--- src/rtl/matrix_pkg.sv ---
// rtl/matrix_pkg.sv - shared sizes and unloader state type; frame length depends on RESULT_CHECKSUM_EN
package matrix_pkg;

  localparam int DEF_DATA_W      = 16;
  localparam int DEF_OUT_W       = 8;
  localparam int DEF_NUM_RESULTS = 4;

  localparam int BYTES_PER_RESULT = DEF_DATA_W / DEF_OUT_W;
  localparam int DATA_BYTES       = DEF_NUM_RESULTS * BYTES_PER_RESULT;
`ifdef RESULT_CHECKSUM_EN
  localparam int FRAME_BYTES      = DATA_BYTES + 1;
`else
  localparam int FRAME_BYTES      = DATA_BYTES;
`endif

  typedef enum logic [1:0] {
    IDLE,
    SEND,
    CHK
  } unload_state_t;

endpackage

--- src/rtl/rise_detect.sv ---
// rtl/rise_detect.sv - one-cycle rise pulse from a level input
module rise_detect (
  input  logic clk,
  input  logic rst,
  input  logic level,
  output logic rise
);

  logic done_q;

  always_ff @(posedge clk or posedge rst) begin
    if (rst) begin
      done_q <= 1'b0;
    end else begin
      done_q <= level;
    end
  end

  // Cleared history after reset makes a still-high level count as a fresh rise.
  assign rise = level & ~done_q;

endmodule

--- src/rtl/matrix_result_unloader.sv ---
// rtl/matrix_result_unloader.sv - captures the 2x2 product and streams it as bytes
// Optional checksum byte appended when RESULT_CHECKSUM_EN is defined.
module matrix_result_unloader
  import matrix_pkg::*;
#(
  parameter int DATA_W      = DEF_DATA_W,
  parameter int OUT_W       = DEF_OUT_W,
  parameter int NUM_RESULTS = DEF_NUM_RESULTS
) (
  input  logic              clk,
  input  logic              rst,
  input  logic              multiplication_done,
  input  logic [DATA_W-1:0] result1,
  input  logic [DATA_W-1:0] result2,
  input  logic [DATA_W-1:0] result3,
  input  logic [DATA_W-1:0] result4,
  output logic [OUT_W-1:0]  out_data,
  output logic              out_valid,
  input  logic              out_ready,
  output logic              out_last,
  output logic              busy,
  output logic              overrun
);

  localparam int BPR    = DATA_W / OUT_W;
  localparam int DBYTES = NUM_RESULTS * BPR;
  localparam int IDX_W  = $clog2(DBYTES + 1);

  logic              rise;
  logic              xfer;
  unload_state_t     state;
  logic [IDX_W-1:0]  idx;
  logic [DATA_W-1:0] shadow [NUM_RESULTS];
  logic [OUT_W-1:0]  next_byte;
`ifdef RESULT_CHECKSUM_EN
  logic [OUT_W-1:0]  csum;
`endif

  rise_detect u_rise (
    .clk   (clk),
    .rst   (rst),
    .level (multiplication_done),
    .rise  (rise)
  );

  assign xfer = out_valid & out_ready;

  // idx names the byte to present after the current one is taken; MSB first per word.
  always_comb begin
    next_byte = '0;
    for (int w = 0; w < NUM_RESULTS; w++) begin
      for (int b = 0; b < BPR; b++) begin
        if (idx == IDX_W'(w * BPR + b)) begin
          next_byte = shadow[w][DATA_W-1-b*OUT_W -: OUT_W];
        end
      end
    end
  end

  always_ff @(posedge clk or posedge rst) begin
    if (rst) begin
      state     <= IDLE;
      idx       <= '0;
      out_data  <= '0;
      out_valid <= 1'b0;
      out_last  <= 1'b0;
      busy      <= 1'b0;
      overrun   <= 1'b0;
      for (int w = 0; w < NUM_RESULTS; w++) begin
        shadow[w] <= '0;
      end
`ifdef RESULT_CHECKSUM_EN
      csum      <= '0;
`endif
    end else begin
      case (state)
        IDLE: begin
          if (rise) begin
            shadow[0] <= result1;
            shadow[1] <= result2;
            shadow[2] <= result3;
            shadow[3] <= result4;
            idx       <= IDX_W'(1);
            state     <= SEND;
            out_valid <= 1'b1;
            busy      <= 1'b1;
            out_last  <= 1'b0;
            // Shadow is not loaded yet this cycle, so byte 0 comes straight from the input.
            out_data  <= result1[DATA_W-1 -: OUT_W];
`ifdef RESULT_CHECKSUM_EN
            csum      <= '0;
`endif
          end
        end
        SEND, CHK: begin
          if (rise) begin
            overrun <= 1'b1;
          end
          if (xfer) begin
`ifdef RESULT_CHECKSUM_EN
            csum <= csum ^ out_data;
`endif
            if (out_last) begin
              state     <= IDLE;
              out_valid <= 1'b0;
              out_last  <= 1'b0;
              busy      <= 1'b0;
            end
`ifdef RESULT_CHECKSUM_EN
            else if (idx == IDX_W'(DBYTES)) begin
              state    <= CHK;
              out_data <= csum ^ out_data;
              out_last <= 1'b1;
            end
`endif
            else begin
              out_data <= next_byte;
              idx      <= idx + IDX_W'(1);
`ifndef RESULT_CHECKSUM_EN
              out_last <= (idx == IDX_W'(DBYTES - 1));
`endif
            end
          end
        end
        default: state <= IDLE;
      endcase
    end
  end

endmodule

--- config.mk ---
export PLATFORM = sky130hd
export DESIGN_NAME = matrix_result_unloader
export DESIGN_NICKNAME = d
export VERILOG_FILES = /design/src/rtl/matrix_pkg.sv /design/src/rtl/rise_detect.sv /design/src/rtl/matrix_result_unloader.sv
export SDC_FILE = /design/constraint.sdc
export NUM_CORES = 1
export LEC_CHECK = 0
export CAP_MARGIN = 20
export CORE_MARGIN = 3
export CORE_UTILIZATION = 53
export CTS_BUF_LIST = sky130_fd_sc_hd__clkbuf_8
export DETAILED_ROUTE_END_ITERATION = 6
export PLACE_DENSITY = 0.94
export SYNTH_ARGS = -nofsm -noshare
export SYNTH_HDL_FRONTEND = slang
export SYNTH_SLANG_ARGS = --single-unit
--- constraint.sdc ---
create_clock -name clk -period 3 [get_ports clk]
set_clock_uncertainty 0.05 [all_clocks]
set_input_delay 0.3 -clock clk [delete_from_list [all_inputs] [get_ports clk]]
set_output_delay 0.3 -clock clk [all_outputs]
set_load 0.02 [all_outputs]
# Yosys cells after proc, flatten, opt, wreduce, memory -nomap -nowiden
# Cells that the tools add are included.
# totals
output_inout_bits	12
ff_bits	82
in_bits	68
elab_cells	66
# classes
mux	28
n_reduce_logical	10
bitwise	3
eq_ne	13
add_sub_neg	1
# op_table
cell	n
two-way mux 8 bit	11
equality test 4 x 3 -> 1 bit (second input constant)	4
one-hot mux 8 bit (2 select lines)	1
two-way mux 4 bit	3
equality test 4 x 2 -> 1 bit (second input constant)	2
inequality test 2 bit (second input constant)	4
one-hot mux 4 bit (2 select lines)	1
AND reduction 4 bit	2
two-way mux 1 bit	6
two-way mux 2 bit	3
AND reduction 3 bit	2
adder 4 x 1 -> 4 bit (second input constant)	1
equality test 4 x 1 -> 1 bit (second input constant)	1
zero test 4 bit	1
one-hot mux 1 bit (2 select lines)	2
one-hot mux 2 bit (2 select lines)	1
AND reduction 2 bit	2
AND 1 bit	2
equality test 2 x 1 -> 1 bit (second input constant)	1
equality test 2 bit (second input constant)	1
zero test 2 bit	1
nonzero test 2 bit	1
OR reduction 2 bit	1
NOT 1 bit	1

# Longest topological paths before layout
# depth
depth_word	12
depth_mapped	8
ltp_nobuf	6

# Modules after synthesis
# A second synthesis with hierarchy kept.
# hier_totals
cells_unflattened	445
hier_area_um2	3858.7
# by_module_without_submodules
mod	cells_each	area_each_um2	instances
matrix_result_unloader	442	3816.2	1
rise_detect	3	42.5	1

# Least setup slack after synthesis
# OpenSTA, ideal clock, no wires.
# synth_timing
path_kind	register to register
start	reg idx[0]
end	reg out_data[1]
required_ns	2.814
setup_time_ns	0.136
arrival_time_ns	1.522
synth_period_minus_slack_ns	1.708
setup_slack_ns	1.292
path_stages_with_launch	8
path_cell_list	dfrtp_1 -> inv_1 -> ha_1 -> buf_2 -> buf_2 -> a21oi_1 -> a2111oi_0 -> o211ai_1
# synth_via
elab_chain_cells	12
elab_cells_between_ends	19
classes_between	eq/ne (7); mux (11); reduce/logical (1)
# synth_lines
item	line_no	rtl
from (decl)	matrix_result_unloader.sv:32	logic [IDX_W-1:0] idx;
from (signal assigned)	matrix_result_unloader.sv:118	idx <= idx + IDX_W'(1);
zero test 4 bit	matrix_result_unloader.sv:53	if (idx == IDX_W'(w * BPR + b)) begin
two-way mux 8 bit (7 in series)	matrix_result_unloader.sv:53	
two-way mux 8 bit *	matrix_result_unloader.sv:53	
two-way mux 8 bit *	matrix_result_unloader.sv:103	if (out_last) begin
two-way mux 8 bit *	matrix_result_unloader.sv:99	if (xfer) begin
one-hot mux 8 bit (2 select lines) *	matrix_result_unloader.sv:76	case (state)
to (signal assigned)	matrix_result_unloader.sv:89	out_data <= result1[DATA_W-1 -: OUT_W];
to (signal assigned)	matrix_result_unloader.sv:117	out_data <= next_byte;
to (decl)	matrix_result_unloader.sv:17	output logic [OUT_W-1:0] out_data,
# Every way passes the cells marked *; elsewhere a longest branch is shown, timed or not. The select of a mux whose other input is x is not followed.
# A chain may end at the register's enable or synchronous reset.

# Worst setup path after layout
# layout_timing
start	reg idx[1]
end	reg out_data[1]
# The elaborated chain is that of the path after synthesis.

==> results.json <==
{
  "status": "complete, no violations",
  "multiInputGateArea_um2": 1590,
  "cp.arrival_ns": 2.30,
  "gp_congestion": 0.984,
  "yosysWarnings": 0,
  "viasPerCell": 5.61,
  "clock-sinks": 80,
  "ir_drop_mv": 0.420,
  "drive_gt1_frac": 0.0754,
  "period_share": 0.709,
  "port_buffers": 79,
  "fin_ws_ns": 0.874,
  "timing.hold.ws_ns": 0.253,
  "die_area_um2": 8300,
  "worst_pin_slew_ns": 0.624,
  "initial_utilization": 0.556,
  "synth_most_common_cell": "nand2_1",
  "antenna_found_initial": 0,
  "crit_fanout": 15,
  "num_vias": 3438,
  "drc": 0,
  "synth_top_area_frac": 0.522,
  "final_nets": 584,
  "syn-cell-area_um2": 3840,
  "wl_per_cell_um": 16.8,
  "syn_inst": 443,
  "clkLatencyLatePin_ns": 0.36,
  "hold_path_class": "primary input to async pin",
  "slew_headroom": 0.584,
  "ctsResizeCount": 0,
  "critical_path_buf_inv_count": 2,
  "setup_viol": 0,
  "drv_cap": 0,
  "fin_crit_ns": 2.13,
  "grt_usage": 0.255,
  "dp_hpwl_um": 7430,
  "cts_tree": "done",
  "hold_buffers": 0,
  "grt_pass1_wl_um": 16500,
  "fmax_mhz": 470,
  "syn_to_final_growth_pct": 27.8,
  "clk_path_buf_depth": 2,
  "fp.dieW_um": 91.1,
  "synth.distinct_cells": 35,
  "yosys_register_bits": 80,
  "die_y_um": 91.1,
  "crit_chain": "inv_1 > ha_1 > buf_4 > nand2_1 > a21oi_1 > a2111oi_0 > o211ai_1",
  "yosysSeqAreaShare": 0.522,
  "cts_setup_buffers": 0,
  "maxSlewViolCount": 0,
  "core_area_um2": 6910,
  "critPathTopFamily": "compound AO/OA/AOI/OAI gates",
  "tns_ns": 0,
  "ioPinCount": 80,
  "grt_max_degree": 51,
  "cp.required_ns": 3.18,
  "synth_area_leader_cell": "dfrtp_1",
  "htreeDepth": 3,
  "diodes": 0,
  "overflow": 0,
  "clk_pin_slew_ns": 0.08,
  "total_power_mw": 4.67,
  "async_flop_share": 1.00,
  "slowest_stage": "a2111oi_0",
  "core.rowCount": 30,
  "start_kind": "register",
  "ys_top_cells_by_count": "nand2_1, dfrtp_1, o21ai_0",
  "yosys-top-cells-area": "dfrtp_1, nand2_1, o21ai_0",
  "drt-pass1-iter-count": 5,
  "seq_area_um2": 2000,
  "route.antenna.remaining_nets": 0,
  "fill_cells": 527,
  "hold_violations": 0,
  "synth_edf_count": 0,
  "critPathMaxStageDelay_ns": 0.51,
  "syn_avg_cell_area_um2": 8.67,
  "drt_iter0_markers": 312,
  "clockRootBuffer": "clkbuf_8",
  "cp-end-kind": "register",
  "critical_path_class": "register to register",
  "leakage_nw": 2.23,
  "cts_made_buffers": 9,
  "dp_slack_ns": 0.839,
  "p_per_area_nw_per_um2": 953,
  "syn_nets": 515,
  "rsz0062_at_grt": "false",
  "grt_pass1_vias": 3335,
  "synthFlopType": "dfrtp_1",
  "postLayoutCoreUtil": 0.710,
  "drt-total-wl_um": 10300
}
-- path summary, 6_finish.rpt --
| check | slack, ns | cells past startpoint | endpoint | startpoint |
|---|---|---|---|---|
| setup / recovery | 0.87 | 7 | out_data[1]$_DFFE_PP0P_ | idx[1]$_DFFE_PP0P_ |
| hold / removal | 0.25 | 2 | shadow[18]$_DFFE_PP0P_ | rst |
| setup reg to reg | 0.87 | 7 | out_data[1]$_DFFE_PP0P_ | idx[1]$_DFFE_PP0P_ |
| hold reg to reg | 0.43 | 1 | overrun$_DFFE_PP0P_ | overrun$_DFFE_PP0P_ |
| max in group asynchronous | 2.01 | 3 | shadow[38]$_DFFE_PP0P_ | rst |
| min in group clk | 0.40 | 3 | shadow[32]$_DFFE_PP0P_ | result2[0] |
-- logic make-up (layout without fill, tap and decap cells) --
family,Yosys count,after routing,synth area share
muxes,1,1,0.00261
adders and majority gates,4,4,0.0130
xor gates and xnor gates,3,3,0.00685
DFF,80,80,0.522
buffers and inverters,58,132,0.0655
and+or+nand+nor,208,208,0.225
AOI/OAI and AO/OA,89,89,0.166
-- cell type report --
class,instances,share of cell area
Clock buffer,9,0.0252
Inverter,26,0.0199
Tap cell,96,0.0245
Multi-Input combinational cell,305,0.324
Timing Repair Buffer,90,0.185
Sequential cell,80,0.408
Clock inverter,7,0.0133
-- cells in the final DEF (no fill, tap or decap), types with 2 or more instances in the layout --
cell type / n
nand2_1: 180
dfrtp_1: 80
clkdlybuf4s50_1: 79
o21ai_0: 29
inv_1: 27
a21oi_1: 16
a22oi_1: 15
nand3b_1: 10
clkbuf_8: 9
buf_4: 9
nand3_1: 8
a211oi_1: 7
a221oi_2: 7
o221ai_1: 7
ha_1: 4
clkinvlp_4: 3
nor2_2: 2
o211ai_1: 2
xnor2_1: 2
nor2_1: 2
-- flip-flops by register name, indices dropped and copies added (netlist names) --
register / count
u_rise.done_q: 1
busy: 1
out_last: 1
out_data: 8
overrun: 1
shadow: 64
idx: 4
-- power by group --
| part | leakage, nW | switching (mW) | internal, mW |
|---|---|---|---|
| Combinational | 1.15 | 1.13 | 0.808 |
| Sequential | 0.989 | 0.380 | 1.59 |
| Clock | 0.0938 | 0.394 | 0.376 |
-- per-stage QoR --
stage / instances / instance area [µm²]
after floorplan: 443 / 3840
after global placement: 596 / 4690
after detailed placement: 596 / 4690
after CTS: 612 / 4880
after global routing: 613 / 4910
final: 613 / 4910
-- layer usage --
layer / vias up / GRT usage / wire, µm
li1: 1595 / - / -
met1: 1599 / 0.335 / 4190
met2: 212 / 0.392 / 4810
met3: 32 / 0.0771 / 999
met4: 0 / 0.112 / 313
met5: - / 0 / 0
No activity file was read; power rests on OpenSTA's default activity.
==> RTL change: new RTL, same flow settings <==
The 3 states of `unload_state_t` get a one-hot encoding in 3 bits.
--- a/src/rtl/matrix_pkg.sv
+++ b/src/rtl/matrix_pkg.sv
@@ -14,8 +14,8 @@
 `endif
 
-  typedef enum logic [1:0] {
-    IDLE,
-    SEND,
-    CHK
+  typedef enum logic [2:0] {
+    IDLE = 3'b001,
+    SEND = 3'b010,
+    CHK  = 3'b100
   } unload_state_t;
 
Check against the original RTL: same outputs for any inputs over 10 cycles, from zero or initial values and one cycle with rst high; not proved beyond that.
==> RTL change against the unedited design <==
- worst setup slack better by 74 ps
- sequential cell count up 2
- routed wire length down 0.69%
- final area up 2.4%
- critical path depth unchanged
- synthesized area up 4.4%
Power is not compared: it rests on default switching activity, and its combinational part moved more than twofold at a synthesized area within 25%.
==> RTL change: results (changes against the unedited design) <==
qor: routing.wl_met1 3990 um [was 4190 um]
qor: yosys.top_cells_by_count_synth 183 x nand2_1, 81 x dfrtp_1, 35 x o21ai_0 [was 180 x nand2_1, 80 x dfrtp_1, 29 x o21ai_0]
qor: routing.met2_length 4980 um [was 4810 um]
qor: status.outcome completed [unchanged]
qor: routing.detailroute.via_count 3622 [was 3438]
qor: critical_path.timing.critical_path.slowest_cell_delay 490 ps [was 510 ps]
qor: global_route.track_usage 24.9% [was 25.5%]
qor: critical_path.timing.critical_path.slowest_stage_cell ha_1 [was a2111oi_0]
qor: yosys.post_synth_mux_area_share 0.250% [was 0.261%]
qor: layout.multi_input_comb_cells 322 [was 305]
qor: global_route.grt.met2_usage 40.1% [was 39.2%]
qor: layout.final.clkbuf_count 11 [was 9]
qor: yosys.fraction_of_the_yosys_area_taken_by_sequential_cells 51.2% [was 52.2%]
qor: placement.post_dp_cell_area 4820 sq um [was 4690 sq um]
qor: routing.wl_met3 902 um [was 999 um]
qor: routing.detail_route.wirelength 10200 um [was 10300 um]
qor: layout.clkCellAreaFrac 4.08% [was 3.85%]
qor: global_route.number_of_global_route_vias_before_repair 3534 [was 3335]
qor: critical_path.path_max_fanout 17 [was 15]
qor: layout.drive_above_1_share 6.26% [was 7.54%]
qor: routing.post_drt_via_cell_ratio 5.79 [was 5.61]
qor: layout.post-route-cell-area 5020 sq um [was 4910 sq um]
qor: layout.multiInputGateArea 1700 sq um [was 1590 sq um]
qor: layout.seq-cell-share 40.9% [was 40.8%]
qor: global_route.global_routing_usage_on_met3 4.71% [was 7.71%]
qor: floorplanning.die_w 92.9 um [was 91.1 um]
qor: layout.final_net_count 594 [was 584]
-- RTL change: power by group through the flow --
stage / Sequential [mW] / Combinational [mW] / Clock (mW)
detailed placement: 1.13 / 0.120 / 0
global route: 1.11 / 0.128 / 0.876
CTS: 1.11 / 0.120 / 0.827
finish: 1.11 / 0.118 / 0.824
global placement: 1.13 / 0.119 / 0
floorplan: 1.13 / 0.0184 / 0
-- RTL change: final timing paths --
kind                                startpoint                       to  slack (ps)  cells after the start
min                                        rst   shadow[28]$_DFFE_PP0P_         290                      3
max                         idx[0]$_DFFE_PP0P_  out_data[7]$_DFFE_PP0P_         950                      7
max reg2reg                 idx[0]$_DFFE_PP0P_  out_data[7]$_DFFE_PP0P_         950                      7
min reg2reg                overrun$_DFFE_PP0P_      overrun$_DFFE_PP0P_         440                      1
max in group asynchronous                  rst     state[0]$_DFFE_PP1P_        2240                      3
min in group clk                   result3[11]   shadow[27]$_DFFE_PP0P_         400                      3
